`src/rtl/ps2_flap_decoder.sv`:
```
// rtl/ps2_flap_decoder.sv - Set-2 scan-code parser producing rate-limited flap events.
// Optional FLAP_QUEUE_EN: flap_req backed by a saturating 2-bit pending count.
module ps2_flap_decoder #(
    parameter logic [7:0] FLAP_CODE       = 8'h29,
    parameter int         COOLDOWN_CYCLES = 1250000,
    parameter int         PREFIX_TIMEOUT  = 500000,
    parameter int         CNT_W           = 21
) (
    input  logic        clock,
    input  logic        reset,
    input  logic [7:0]  key_data,
    input  logic        key_valid,
    input  logic        flap_ack,
    output logic        flap_pulse,
    output logic        flap_req,
    output logic        key_held,
    output logic [7:0]  last_code,
    output logic [15:0] flap_count
);
    typedef enum logic [1:0] {IDLE, BRK, EXT, EXT_BRK} state_t;

    localparam logic [CNT_W-1:0] COOL_LOAD = CNT_W'(COOLDOWN_CYCLES - 1);
    localparam logic [CNT_W-1:0] TMO_LAST  = CNT_W'(PREFIX_TIMEOUT - 1);
    localparam logic [CNT_W-1:0] CNT_ONE   = CNT_W'(1);

    state_t           state_q, state_d;
    logic [CNT_W-1:0] cool_q, cool_d;
    logic [CNT_W-1:0] tmo_q, tmo_d;
    logic             held_q, held_d;
    logic [7:0]       last_q, last_d;
    logic [15:0]      count_q, count_d;
    logic             pulse_q, pulse_d;
    logic             accept;
`ifdef FLAP_QUEUE_EN
    logic [1:0]       pend_q, pend_d;
`else
    logic             req_q, req_d;
`endif

    always_comb begin
        state_d = state_q;
        tmo_d   = tmo_q;
        held_d  = held_q;
        last_d  = last_q;
        accept  = 1'b0;
        case (state_q)
            IDLE: begin
                if (key_valid) begin
                    if (key_data == 8'hE0) begin
                        state_d = EXT;
                    end else if (key_data == 8'hF0) begin
                        state_d = BRK;
                    end else begin
                        last_d = key_data;
                        if (key_data == FLAP_CODE) begin
                            held_d = 1'b1;
                            // Held key means typematic repeat; cooldown rate-limits fresh presses.
                            accept = !held_q && (cool_q == '0);
                        end
                    end
                end
            end
            BRK: begin
                if (key_valid) begin
                    last_d  = key_data;
                    state_d = IDLE;
                    if (key_data == FLAP_CODE) held_d = 1'b0;
                end
            end
            EXT: begin
                if (key_valid) begin
                    if (key_data == 8'hF0) begin
                        state_d = EXT_BRK;
                    end else begin
                        last_d  = key_data;
                        state_d = IDLE;
                    end
                end
            end
            default: begin
                if (key_valid) begin
                    last_d  = key_data;
                    state_d = IDLE;
                end
            end
        endcase

        // A byte arriving on the last timeout cycle is handled above and takes precedence.
        if (state_q != IDLE && !key_valid) begin
            if (tmo_q == TMO_LAST) state_d = IDLE;
            else                   tmo_d   = tmo_q + CNT_ONE;
        end
        if (state_d == IDLE || state_d != state_q) tmo_d = '0;

        if (accept)             cool_d = COOL_LOAD;
        else if (cool_q != '0)  cool_d = cool_q - CNT_ONE;
        else                    cool_d = cool_q;

        pulse_d = accept;
        count_d = count_q + 16'(accept);

`ifdef FLAP_QUEUE_EN
        pend_d = pend_q;
        if (accept && !flap_ack && pend_q != 2'd3) pend_d = pend_q + 2'd1;
        else if (!accept && flap_ack && pend_q != 2'd0) pend_d = pend_q - 2'd1;
`else
        req_d = accept || (req_q && !flap_ack);
`endif
    end

    always_ff @(posedge clock or posedge reset) begin
        if (reset) begin
            state_q <= IDLE;
            cool_q  <= '0;
            tmo_q   <= '0;
            held_q  <= 1'b0;
            last_q  <= 8'h00;
            count_q <= 16'h0000;
            pulse_q <= 1'b0;
`ifdef FLAP_QUEUE_EN
            pend_q  <= 2'd0;
`else
            req_q   <= 1'b0;
`endif
        end else begin
            state_q <= state_d;
            cool_q  <= cool_d;
            tmo_q   <= tmo_d;
            held_q  <= held_d;
            last_q  <= last_d;
            count_q <= count_d;
            pulse_q <= pulse_d;
`ifdef FLAP_QUEUE_EN
            pend_q  <= pend_d;
`else
            req_q   <= req_d;
`endif
        end
    end

    assign flap_pulse = pulse_q;
    assign key_held   = held_q;
    assign last_code  = last_q;
    assign flap_count = count_q;
`ifdef FLAP_QUEUE_EN
    assign flap_req   = (pend_q != 2'd0);
`else
    assign flap_req   = req_q;
`endif
endmodule
```
`config.mk`:
```
export PLATFORM = sky130hd
export DESIGN_NAME = ps2_flap_decoder
export DESIGN_NICKNAME = d
export VERILOG_FILES = /design/src/rtl/ps2_flap_decoder.sv
export SDC_FILE = /design/constraint.sdc
export NUM_CORES = 1
export LEC_CHECK = 0
export ABC_AREA = 1
export BUFFER_PORTS_ARGS = -buffer_cell sky130_fd_sc_hd__buf_4
export CORE_ASPECT_RATIO = 0.6
export CORE_UTILIZATION = 51
export CTS_CLUSTER_SIZE = 8
export DETAILED_ROUTE_END_ITERATION = 8
export PLACE_DENSITY = 0.79
export SETUP_SLACK_MARGIN = 0.02
export SLEW_MARGIN = 5
export SYNTH_ARGS = -nofsm -noshare
export SYNTH_HDL_FRONTEND = slang
export SYNTH_SLANG_ARGS = --single-unit
```
`constraint.sdc`:
```
create_clock -name clock -period 5.05 [get_ports clock]
set_input_delay 0.2525 -clock clock [delete_from_list [all_inputs] [get_ports clock]]
set_output_delay 0.2525 -clock clock [all_outputs]
set_load 0.05 [all_outputs]
```
* Word-level counts from Yosys, hierarchy flattened
Index checks and enable logic that the tools add are counted.
** Storage, ports and cells
- Bits in registers :: 71
- Memories :: 0
- Output and inout bits :: 27
- Logic and storage cells :: 76
- Memory bits (read-only) :: 0
- Bits in writable memories :: 0
- Bits of input ports :: 12
- Bits in latches :: 0
** Operators by class
- Magnitude comparators :: 0
- Divide/modulo/power cells :: 0
- Reductions and logical operators :: 19
- Shifts and indexed selects :: 0
- Mux-type cells :: 32
- Eq/ne operators :: 14
- $mul :: 0
- Add/sub/neg operators :: 3
- Bitwise gates (word level) :: 0
** Operators by type and width (number)
- $mux W21 :: 5
- $mux W8 :: 5
- $add A21 B1 Y21 const B :: 1
- $eq A21 B19 Y1 const B :: 1
- $logic_not A21 Y1 :: 1
- $reduce_bool A21 Y1 :: 1
- $sub A21 B1 Y21 const B :: 1
- $add A16 B1 Y16 :: 1
- $eq A8 B8 Y1 const B :: 2
- $mux W2 :: 8
- $pmux W8 S2 :: 1
- $ne A2 B2 Y1 const B :: 6
- $mux W1 :: 11
- $eq A8 B6 Y1 const B :: 1
- $reduce_bool A2 Y1 :: 4
- $reduce_and A7 Y1 :: 1
- $logic_not A2 Y1 :: 2
- $pmux W2 S2 :: 1
- $reduce_and A2 Y1 :: 2
- $logic_and A1 B1 Y1 :: 3
- $logic_not A1 Y1 :: 3
- $eq A2 B1 Y1 const B :: 1
- $eq A2 B2 Y1 const B :: 1
- $logic_or A1 B1 Y1 :: 2
- other kinds (3) :: 3

* Depth between registers and ports, before layout
- Word-level depth :: 11
- Mapped depth :: 17
- Mapped depth without buffers :: 17

* Worst setup path after synthesis
OpenSTA, ideal clock, no wires.
- Kind :: flip-flop to flip-flop
- Start point :: register held_q, in the netlist key_held
- End point :: register count_q[15], in the netlist flap_count[15]
- Clock period less this slack :: 2.369 ns
- Arrival time :: 2.228 ns
- Setup slack :: 2.681 ns
- Library setup time :: 0.140 ns
- Path buffers :: 0
- Data required time :: 4.910 ns
- Stages on the path, launching flop included :: 15
- Path through :: dfrtp_1 -> inv_1 -> nand3_1 -> nor3_1 -> nand4_1 -> inv_1 -> ha_1 -> nand2_1 -> nor2_2 -> nand3_2 -> nor2_4 -> nand2_2 -> nor2_1 -> nand2_1 -> xnor2_1
** Between the ends
- Longest elaborated chain between the ends :: 8
** RTL lines
- start, declared :: RTL line 29 : logic held_q, held_d;
- start signal, assigned :: RTL line 129 : held_q <= held_d;
- $logic_not A1 Y1 :: RTL line 58 : accept = !held_q && (cool_q == '0);
- $logic_and A1 B1 Y1 :: RTL line 58
- $mux W1 :: RTL line 55 : if (key_data == FLAP_CODE) begin
- $mux W1 :: RTL line 51 : end else if (key_data == 8'hF0) begin
- $mux W1 :: RTL line 49 : if (key_data == 8'hE0) begin
- $mux W1 :: RTL line 48 : if (key_valid) begin
- $mux W1 :: RTL line 46 : case (state_q)
- via accept :: RTL line 33 : logic accept;
- $add A16 B1 Y16 :: RTL line 100 : count_d = count_q + 16'(accept);
- via count_d[15] :: RTL line 31 : logic [15:0] count_q, count_d;
- end signal, assigned :: RTL line 131 : count_q <= count_d;
- end, declared :: RTL line 31
The timed path passes the listed nets, and every way through them passes these cells.
A chain may end at the register's enable or synchronous reset.

* Worst setup path after layout
- Start point :: register state_q[0]
- End point :: register count_q[15], in the netlist flap_count[15]
** Between the ends
- Longest elaborated chain between the ends :: 3
** RTL lines
- start, declared :: RTL line 26 : state_t state_q, state_d;
- start signal, assigned :: RTL line 126 : state_q <= state_d;
- $logic_not A2 Y1 :: RTL line 46
- $mux W1 :: RTL line 46
- via accept :: RTL line 33
- $add A16 B1 Y16 :: RTL line 100
- via count_d[15] :: RTL line 31
The timed path passes the listed nets, and every way through them passes these cells.

==> results.cfg <==
[final_layout]
final_cell_mix = nand2_1 (88), nor2_1 (74), dfrtp_1 (71), inv_1 (67), buf_4 (39)
drive_above_1_share_pct = 18.4
final_area_sq_um = 4580
final_util_pct = 62.5
fillers = 647
antennaDiodeCount = 0
nets = 533
final_common_cell = nand2_1
area_delta_synth_final_pct = 17.4

[yosys]
synth_mux_area_share_pct = 0
synth_warnings = 0
synth.avg_cell_area_sq_um = 8.28
synth.distinct_cells = 30
synth_nets = 488
ys_seq_area_share_pct = 45.6
yosys.area_share.xor_xnor_pct = 8.08
synth-simple-area-share_pct = 33.8
synth_area_sq_um = 3900
synth_top_family_by_area = simple AND/OR/NAND/NOR gates
netlist_instances = 471
synth-compound-area-share_pct = 3.05
synth_fa_ha_area_share_pct = 1.60
synth-seq-cells = 71

[flow_run]
cap_violations = 0

[place]
hpwlAfterDp_um = 5980
io_buffers = 38
globalplace.congestion = 0.963
post_dp_cell_area_sq_um = 4280

[global_route]
grt_pass1_wl_um = 14000
grt_util_met1_pct = 32.8
globalRouteOverflowTotal = 0
grt_util_met3_pct = 6.99
antenna_found_initial = 0
grt_usage_pct = 22.9
use_met2_pct = 33.4
grt_start_max_net_pins = 72
busiest_layer = met2
first_global_vias = 3042

[floorplan]
fp.dieW_um = 115
die_y_um = 69.7
start_util_pct = 53.2
rows = 24
die-area_sq_um = 8010
top_level_ports = 39
coreArea_sq_um = 7330

[timing]
tightest_slew_ns = 0.861
hold_ws_ns = 0.104
relSlewSlack_pct = 42.6
hold_viol_final = 0
timing.fmax_ghz = 0.394
clock_skew_ns = 0.00461
finalSetupTns_ns = 0
slew_viol_final = 0
finalSetupViolations = 0
post-route-period-util_pct = 50.3
rsz0062_at_grt = false
period_minus_slack_ns = 2.54

[critical_path]
cp.arrival_ns = 2.75
start_kind = register
path_buf_inv = 1
worst_path_dominant_cell_family = simple AND/OR/NAND/NOR gates
cp_cell_sequence = nor2_2 > nand3_1 > nor3_1 > nand4_1 > inv_1 > ha_1 > nand2_1 > nor2_2 > nand3_2 > nor2_4 > nand2_2 > nor2_1 > nand2_1 > xnor2_1
slowest_stage = dfrtp_1
end_kind = register
crit_path_max_fanout = 5
max_stage_delay_ns = 0.42
crit_required_ns = 5.26
critPathKind = register to register

[cts]
path_clk_slew_ns = 0.06
ctsResizeCount = 0
clkSinkCount = 71
clockBufferDepth = 2
tritoncts = done
htreeDepth = 3
cts_made_buffers = 9
clkLatencyLatePin_ns = 0.32
cts_hold_buffers = 0
post_cts_buffers = 0
root_buffer = clkbuf_16

[route]
via_count = 3191
wire_per_inst_um = 13.3
first_iter_violations = 233
dr.pass1.iters = 5
drc = 0
viasPerCell = 5.11
wl_um = 8290
antenna_left = 0

[pwr]
clockPowerShare_pct = 48.7
p_comb_share_pct = 6.0
switchingPower_uw = 296
switching_share_pct = 22.9
intPower_uw = 993
max-vdd-ir-drop_mv = 0.169
powerDensity_nw_per_um2 = 281
power_frac_seq_pct = 45.3
p_leak_uw = 0.00223

[hold_path]
hold_path_class = input pin to register

[outcome]
status = finished, final reports clean
==> state kept, by name, summed over array words and instances, names as in the netlist <==
register,count
cool_q,21
flap_req,1
flap_pulse,1
last_code,8
key_held,1
flap_count,16
state_q,2
tmo_q,21
==> Yosys cell counts (all sizes together) <==
master,instances,share of area (%)
xor2,24,5.4
o21ai,13,1.7
nor2,92,11
nand3b,3,0.58
o21bai,2,0.38
nand3,40,6.7
inv,70,6.7
buf,5,1.1
ha,5,1.6
a41oi,1,0.22
dfrtp,71,46
a21oi,6,0.77
nor3b,1,0.32
xnor2,12,2.7
nand4,20,3.5
nand2,94,9.7
and3,1,0.16
nor3,11,1.7
==> power by group through the flow <==
stage	combinational [uW]	clock, uW	sequential [uW]
after global placement	78.1	0	593
final	77.8	628	584
after floorplan	32.0	0	613
after CTS	79.2	641	583
after detailed placement	79.3	0	593
after global routing	85.6	665	584
==> logic make-up (layout without fill, tap and decap cells) <==
family,after synthesis,count (layout)
buffers and inverters,75,125
AND/OR/NAND/NOR,262,262
XOR/XNOR,36,36
adder cells (fa/ha/maj),5,5
AO/OA/AOI/OAI,22,22
flip-flops,71,71
==> routing by layer <==
| metal | vias to the layer above | wire (um) |
|---|---|---|
| li1 | 1574 | - |
| met1 | 1478 | 4110 |
| met2 | 131 | 3530 |
| met3 | 8 | 587 |
| met4 | 0 | 61 |
| met5 | - | 0 |
==> worst paths after layout <==
check                            from  depth (start not counted)             end  slack, ns
max                        state_q[0]                         14  flap_count[15]       2.51
min reg2reg                  tmo_q[0]                          1        tmo_q[0]       0.47
max in group asynchronous       reset                          3      state_q[0]       4.30
min                          flap_ack                          2        flap_req       0.10
max reg2reg                state_q[0]                         14  flap_count[15]       2.51
min in group asynchronous       reset                          3   flap_count[8]       0.19
==> cell type report <==
class                   instances  area, sq um  share of cell area (%)
repair buffers                 39          293                    6.39
clock inverters                 5         57.6                    1.26
flip-flops and latches         71         1780                    38.8
inverters                      70          263                    5.74
clock buffers                  11          243                    5.30
well taps                     104          130                    2.84
multi-input cells             325         1820                    39.7
==> through the flow <==
step	setup WS (ns)	power [uW]	cells
6_report	2.51	1290	625
4_1_cts	2.53	1300	625
3_3_place_gp	2.57	671	609
3_5_place_dp	2.45	672	609
2_1_floorplan	2.68	645	471
5_1_grt	2.24	1330	625
No activity file was read; power rests on OpenSTA's default activity.
